### config.mk
export PLATFORM = sky130hd
export DESIGN_NAME = game_input_conditioner_flat
export DESIGN_NICKNAME = d
export VERILOG_FILES = /design/src/rtl/game_input_conditioner_if.sv /design/src/rtl/game_input_conditioner.sv /design/src/flat_wrapper.sv
export SDC_FILE = /design/constraint.sdc
export NUM_CORES = 1
export LEC_CHECK = 0
export CORE_MARGIN = 2
export CORE_UTILIZATION = 53
export CTS_BUF_LIST = sky130_fd_sc_hd__clkbuf_4 sky130_fd_sc_hd__clkbuf_8
export CTS_CLUSTER_SIZE = 14
export DETAILED_ROUTE_END_ITERATION = 7
export PLACE_DENSITY = 0.77
export SLEW_MARGIN = 30
export SYNTH_ARGS = -nofsm -noshare
export SYNTH_HDL_FRONTEND = slang
export SYNTH_SLANG_ARGS = --single-unit
### constraint.sdc
create_clock -name buttonclk -period 1.7 [get_ports buttonclk]
set_clock_uncertainty 0.2 [all_clocks]
set_input_delay 0.34 -clock buttonclk [delete_from_list [all_inputs] [get_ports buttonclk]]
set_output_delay 0.34 -clock buttonclk [all_outputs]
set_load 0.03 [all_outputs]
### src/rtl/game_input_conditioner_if.sv
// rtl/game_input_conditioner_if.sv - raw button inputs and clean command outputs of game_input_conditioner
interface game_input_conditioner_if;
    logic start;
    logic left_raw;
    logic right_raw;
    logic throw_raw;
    logic left_step;
    logic right_step;
    logic throw_pulse;
    logic left_level;
    logic right_level;
    logic throw_level;

    modport master (
        output start, left_raw, right_raw, throw_raw,
        input  left_step, right_step, throw_pulse, left_level, right_level, throw_level
    );

    modport slave (
        input  start, left_raw, right_raw, throw_raw,
        output left_step, right_step, throw_pulse, left_level, right_level, throw_level
    );
endinterface

### src/rtl/game_input_conditioner.sv
// rtl/game_input_conditioner.sv - sync, debounce and step/throw pulse generation; INPUT_REPEAT_EN builds auto-repeat
module game_input_conditioner #(
    parameter int DEB_CNT      = 2,
    parameter int REPEAT_DELAY = 6,
    parameter int REPEAT_RATE  = 3
) (
    input  logic                     buttonclk,
    input  logic                     reset,
    game_input_conditioner_if.slave  bus
);
    if (DEB_CNT < 1 || DEB_CNT > 15 || REPEAT_DELAY < 2 || REPEAT_DELAY > 63 ||
        REPEAT_RATE < 1 || REPEAT_RATE > 63) begin : g_param_check
        $error("game_input_conditioner: parameter out of legal range");
    end

    localparam logic [3:0] DEB_LAST = 4'(DEB_CNT - 1);

`ifdef INPUT_REPEAT_EN
    localparam logic [5:0] DELAY_LAST = 6'(REPEAT_DELAY - 1);
    localparam logic [5:0] RATE_LAST  = 6'(REPEAT_RATE - 1);
    typedef enum logic [1:0] {ST_IDLE, ST_WAIT, ST_REPEAT, ST_BLOCKED} dir_state_t;
`else
    typedef enum logic [1:0] {ST_IDLE, ST_HELD, ST_BLOCKED} dir_state_t;
`endif

    // Bit order everywhere: 0 = left, 1 = right, 2 = throw
    logic [2:0] w_raw;
    logic [2:0] r_s1;
    logic [2:0] r_s2;
    logic [2:0] r_h1;
    logic [2:0] r_h2;
    logic [2:0] r_lock;
    logic [3:0] r_deb_cnt [3];
    logic [2:0] r_level;
    logic [2:0] r_level_d;
    logic [2:0] w_rise;
    logic       w_conflict;
    logic [1:0] r_step;
    logic       r_throw_pulse;

    assign w_raw      = {bus.throw_raw, bus.right_raw, bus.left_raw};
    assign w_rise     = r_level & ~r_level_d;
    assign w_conflict = r_level[0] & r_level[1];

    always_ff @(posedge buttonclk) begin
        if (reset) begin
            r_s1 <= '0;
            r_s2 <= '0;
        end else begin
            r_s1 <= w_raw;
            r_s2 <= r_s1;
        end
    end

    // Free-running copy so a button held across reset can be recognised and locked out
    always_ff @(posedge buttonclk) begin
        r_h1 <= w_raw;
        r_h2 <= r_h1;
    end

    always_ff @(posedge buttonclk) begin
        if (reset) begin
            r_lock <= r_h2;
        end else begin
            r_lock <= r_lock & r_h2;
        end
    end

    always_ff @(posedge buttonclk) begin
        if (reset) begin
            r_level   <= '0;
            r_level_d <= '0;
            for (int i = 0; i < 3; i++) r_deb_cnt[i] <= '0;
        end else begin
            r_level_d <= r_level;
            for (int i = 0; i < 3; i++) begin
                if (r_s2[i] == r_level[i]) begin
                    r_deb_cnt[i] <= '0;
                end else if (r_deb_cnt[i] == DEB_LAST) begin
                    r_level[i]   <= ~r_level[i];
                    r_deb_cnt[i] <= '0;
                end else begin
                    r_deb_cnt[i] <= r_deb_cnt[i] + 4'd1;
                end
            end
        end
    end

    for (genvar d = 0; d < 2; d++) begin : g_dir
        dir_state_t r_state;
        dir_state_t w_state_nxt;
        logic       w_step_nxt;
`ifdef INPUT_REPEAT_EN
        logic [5:0] r_cnt;
        logic [5:0] w_cnt_nxt;
`endif

        always_ff @(posedge buttonclk) begin
            if (reset) begin
                r_state   <= ST_IDLE;
                r_step[d] <= 1'b0;
`ifdef INPUT_REPEAT_EN
                r_cnt     <= '0;
`endif
            end else begin
                r_state   <= w_state_nxt;
                r_step[d] <= w_step_nxt;
`ifdef INPUT_REPEAT_EN
                r_cnt     <= w_cnt_nxt;
`endif
            end
        end

        always_comb begin
            w_state_nxt = r_state;
            w_step_nxt  = 1'b0;
`ifdef INPUT_REPEAT_EN
            w_cnt_nxt   = r_cnt;
`endif
            if (!bus.start) begin
                w_state_nxt = ST_IDLE;
`ifdef INPUT_REPEAT_EN
                w_cnt_nxt   = '0;
`endif
            end else if (w_conflict) begin
                w_state_nxt = ST_BLOCKED;
`ifdef INPUT_REPEAT_EN
                w_cnt_nxt   = '0;
`endif
            end else begin
                case (r_state)
                    ST_IDLE: begin
                        if (w_rise[d] && !r_lock[d]) begin
                            w_step_nxt  = 1'b1;
`ifdef INPUT_REPEAT_EN
                            w_state_nxt = ST_WAIT;
                            w_cnt_nxt   = '0;
`else
                            w_state_nxt = ST_HELD;
`endif
                        end
                    end
`ifdef INPUT_REPEAT_EN
                    ST_WAIT: begin
                        if (!r_level[d]) begin
                            w_state_nxt = ST_IDLE;
                            w_cnt_nxt   = '0;
                        end else if (r_cnt == DELAY_LAST) begin
                            w_step_nxt  = 1'b1;
                            w_state_nxt = ST_REPEAT;
                            w_cnt_nxt   = '0;
                        end else begin
                            w_cnt_nxt   = r_cnt + 6'd1;
                        end
                    end
                    ST_REPEAT: begin
                        if (!r_level[d]) begin
                            w_state_nxt = ST_IDLE;
                            w_cnt_nxt   = '0;
                        end else if (r_cnt == RATE_LAST) begin
                            w_step_nxt  = 1'b1;
                            w_cnt_nxt   = '0;
                        end else begin
                            w_cnt_nxt   = r_cnt + 6'd1;
                        end
                    end
                    ST_BLOCKED: begin
                        w_cnt_nxt   = '0;
                        w_state_nxt = r_level[d] ? ST_WAIT : ST_IDLE;
                    end
`else
                    ST_HELD: begin
                        if (!r_level[d]) w_state_nxt = ST_IDLE;
                    end
                    ST_BLOCKED: begin
                        w_state_nxt = r_level[d] ? ST_HELD : ST_IDLE;
                    end
`endif
                    default: begin
                        w_state_nxt = ST_IDLE;
                    end
                endcase
            end
        end
    end

    always_ff @(posedge buttonclk) begin
        if (reset) begin
            r_throw_pulse <= 1'b0;
        end else begin
            r_throw_pulse <= bus.start && w_rise[2] && !r_lock[2];
        end
    end

    assign bus.left_step   = r_step[0];
    assign bus.right_step  = r_step[1];
    assign bus.throw_pulse = r_throw_pulse;
    assign bus.left_level  = r_level[0];
    assign bus.right_level = r_level[1];
    assign bus.throw_level = r_level[2];
endmodule

### src/flat_wrapper.sv
// flat-port wrapper written by rule: the top's interface ports become plain ports
module game_input_conditioner_flat 
#(
    parameter int DEB_CNT      = 2,
    parameter int REPEAT_DELAY = 6,
    parameter int REPEAT_RATE  = 3
)
  (buttonclk, reset, bus_start, bus_left_raw, bus_right_raw, bus_throw_raw, bus_left_step, bus_right_step, bus_throw_pulse, bus_left_level, bus_right_level, bus_throw_level);
  game_input_conditioner_if bus_i ();
  input  logic buttonclk;
  input  logic reset;
  input wire logic [$bits(bus_i.start)-1:0] bus_start;
  input wire logic [$bits(bus_i.left_raw)-1:0] bus_left_raw;
  input wire logic [$bits(bus_i.right_raw)-1:0] bus_right_raw;
  input wire logic [$bits(bus_i.throw_raw)-1:0] bus_throw_raw;
  output wire logic [$bits(bus_i.left_step)-1:0] bus_left_step;
  output wire logic [$bits(bus_i.right_step)-1:0] bus_right_step;
  output wire logic [$bits(bus_i.throw_pulse)-1:0] bus_throw_pulse;
  output wire logic [$bits(bus_i.left_level)-1:0] bus_left_level;
  output wire logic [$bits(bus_i.right_level)-1:0] bus_right_level;
  output wire logic [$bits(bus_i.throw_level)-1:0] bus_throw_level;
  assign bus_i.start = bus_start;
  assign bus_i.left_raw = bus_left_raw;
  assign bus_i.right_raw = bus_right_raw;
  assign bus_i.throw_raw = bus_throw_raw;
  assign bus_left_step = bus_i.left_step;
  assign bus_right_step = bus_i.right_step;
  assign bus_throw_pulse = bus_i.throw_pulse;
  assign bus_left_level = bus_i.left_level;
  assign bus_right_level = bus_i.right_level;
  assign bus_throw_level = bus_i.throw_level;
  game_input_conditioner #(.DEB_CNT(DEB_CNT), .REPEAT_DELAY(REPEAT_DELAY), .REPEAT_RATE(REPEAT_RATE)) u_core (.buttonclk(buttonclk), .reset(reset), .bus(bus_i));
endmodule
==> impl_metrics.tcl <==
set metrics [dict create \
    setup_viol 0 \
    die-width_um 55.9 \
    holdCritPathClass "register to register" \
    grt_remaining_overflow 0 \
    syn_inst 117 \
    p_clk_frac 0.349 \
    power_switching_uw 367 \
    critPathArrivalTime_ns 1.65 \
    dp.cells 178 \
    synth_top_area_cell "dfxtp_1" \
    antenna_left 0 \
    hold_viol_final 0 \
    drcViolationCount 0 \
    min_period_ns 1.64 \
    total_leakage_power_nw 0.782 \
    antenna_found_initial 0 \
    path_buf_inv 0 \
    clkSinkCount 40 \
    dr.first_iter.drc_count 33 \
    place_area_um2 1690 \
    fmax_ghz 0.610 \
    p_comb_frac 0.059 \
    drv_cap 0 \
    antennaDiodeCount 0 \
    synth_area_leaders "dfxtp_1 (39%), edfxtp_1 (25%), ha_1 (5.3%)" \
    place_hpwl_um 1530 \
    synth_warnings 0 \
    ys_types 25 \
    post-route-period-util 0.965 \
    end_kind "register" \
    drive_above_1_share 0.206 \
    worstSetupStartpointType "register" \
    crit_chain "ha_1 > nor3b_2 > or3_4 > nor2_1" \
    grt_max_degree 14 \
    power_density_nw_per_um2 960 \
    final_cell_mix "dfxtp_1 (27), nor2_1 (18), buf_4 (16)" \
    grt_pass1_wl_um 3680 \
    final.setup.tns_ns 0 \
    port_buffers 11 \
    first_pass_iters 4 \
    critical_path.max_stage_delay_ns 0.42 \
    gp_congestion 0.738 \
    ios 12 \
    cp.required_ns 1.70 \
    syn_area_um2 1430 \
    row_count 18 \
    finalInstanceArea_um2 1820 \
    ys_seq_area_frac 0.644 \
    clockBufferDepth 2 \
    die-area_um2 3130 \
    p_sw_frac 0.210 \
    fin_nets 171 \
    rsz0062_at_grt "false" \
    die_h_um 55.9 \
    start_util 0.566 \
    vias 928 \
    yosys_register_bits 40 \
    seqPwrFrac 0.592 \
    synth.avg_cell_area_um2 12.2 \
    internal_power_mw 1.38 \
    grt_pass1_vias 876 \
    clk_pin_slew_ns 0.12 \
    crit_type "register to register" \
    via_per_inst 4.88 \
    core_um2 2520 \
    grt_usage 0.157 \
    outcome "completed" \
    htreeDepth 2 \
    peakVddDrop_v 0.000866 \
    fin_cells 190 \
    holdBufCountCts 0 \
    finalMaxSlewViolations 0 \
    path_delay_family "simple AND/OR/NAND/NOR gates" \
    utilization 0.722 \
    mostFrequentLayoutCell "dfxtp_1" \
    clock_latency_ns 0.35 \
    cts_root_buf "clkbuf_4" \
    cts_buffers 5 \
    yosys.area.top_type_share 0.392 \
    path_max_fanout 4 \
    wirelength_um 2250 \
    critPathSlowestCell "edfxtp_1" \
    cts_tree "yes" \
    syn_to_final_growth_pct 27.4 \
    wire_per_inst_um 11.8 \
]
==> power by group through the flow <==
stage | logic (mW) | clock network (mW) | registers, mW
floorplan | 0.0524 | 0 | 1.05
global placement | 0.0877 | 0 | 1.05
detailed placement | 0.0913 | 0 | 1.06
CTS | 0.0916 | 0.622 | 1.03
global route | 0.115 | 0.668 | 1.04
finish | 0.103 | 0.610 | 1.03
==> sequential cells by signal, indices dropped and copies added, names as in the netlist <==
register / flops
u_core.bus.left_step: 1
u_core.bus.right_step: 1
u_core.bus.throw_pulse: 1
u_core.g_dir.r_state: 4
u_core.r_deb_cnt: 12
u_core.r_h1: 3
u_core.r_h2: 3
u_core.r_level: 3
u_core.r_level_d: 3
u_core.r_lock: 3
u_core.r_s1: 3
u_core.r_s2: 3
==> layout make-up <==
class / instances / area [µm²]
clock buffer: 5 / 37.5
clock inverter: 3 / 41.3
multi-input combinational: 83 / 557
sequential: 40 / 922
tap: 30 / 37.5
timing repair buffer: 26 / 214
fill: 181 / 702
inverter: 3 / 11.3
==> cells in the mapped netlist <==
cell,count
and3_1,3
conb_1,1
nor4b_1,1
dfxtp_1,28
nor3b_1,3
nor2b_4,1
nand3b_1,1
a211oi_1,1
nand3_1,3
or3_4,1
clkbuf_1,1
inv_1,3
o21a_1,3
xnor2_1,6
a2111oi_1,1
xor2_1,3
or3_1,2
edfxtp_1,12
mux2i_1,3
nand2_1,2
ha_1,6
nor2_1,19
nor3_1,3
nor2b_1,9
buf_2,1
==> final timing paths <==
check	from	end	slack [ns]	cells past startpoint
worst max register to register	u_core.r_deb_cnt[2][0]	u_core.r_deb_cnt[2][3]	0.06	4
worst min-delay path	u_core.r_h1[0]	u_core.r_h2[0]	0.14	0
worst min register to register	u_core.r_h1[0]	u_core.r_h2[0]	0.14	0
worst max-delay path	u_core.r_deb_cnt[2][0]	u_core.r_deb_cnt[2][3]	0.06	4
==> repair_timing <==
item | 4_1_cts | 5_1_grt
gates cloned | 0 | 0
resized for setup | 5 | 7
buffers inserted | 0 | 4
endpoints found under the setup margin | 5 | 15
==> metrics by stage <==
stage               hold WS (ns)  setup WS [ns]  power (mW)
finish                     0.139         0.0595        1.75
global route               0.150        0.00155        1.82
CTS                        0.139         0.0200        1.75
detailed placement         0.113         -0.138        1.15
global placement           0.112        -0.0958        1.14
floorplan                  0.110          0.119        1.11
==> routing by layer <==
layer	share of wire	track usage	vias up
li1	-	-	464
met1	0.42	0.182	438
met2	0.51	0.255	20
met3	0.051	0.0628	6
met4	0.021	0.0714	0
met5	0	0	-
==> cell families after synthesis <==
family / Yosys count / share of synthesized area
XOR/XNOR: 9 / 0.0552
buffers and inverters: 5 / 0.0140
AO/OA/AOI/OAI: 5 / 0.0280
adder cells (fa/ha/maj): 6 / 0.0525
flip-flops: 40 / 0.644
other: 1 / 0.00262
AND/OR/NAND/NOR: 48 / 0.182
multiplexers: 3 / 0.0210
==> worst register-to-register path, stage by stage, from the launching register on <==
cell and delay (ns):
edfxtp_1 0.42, ha_1 0.21, nor3b_2 0.16, or3_4 0.39, nor2_1 0.11
(Power assumes the default switching activity.)
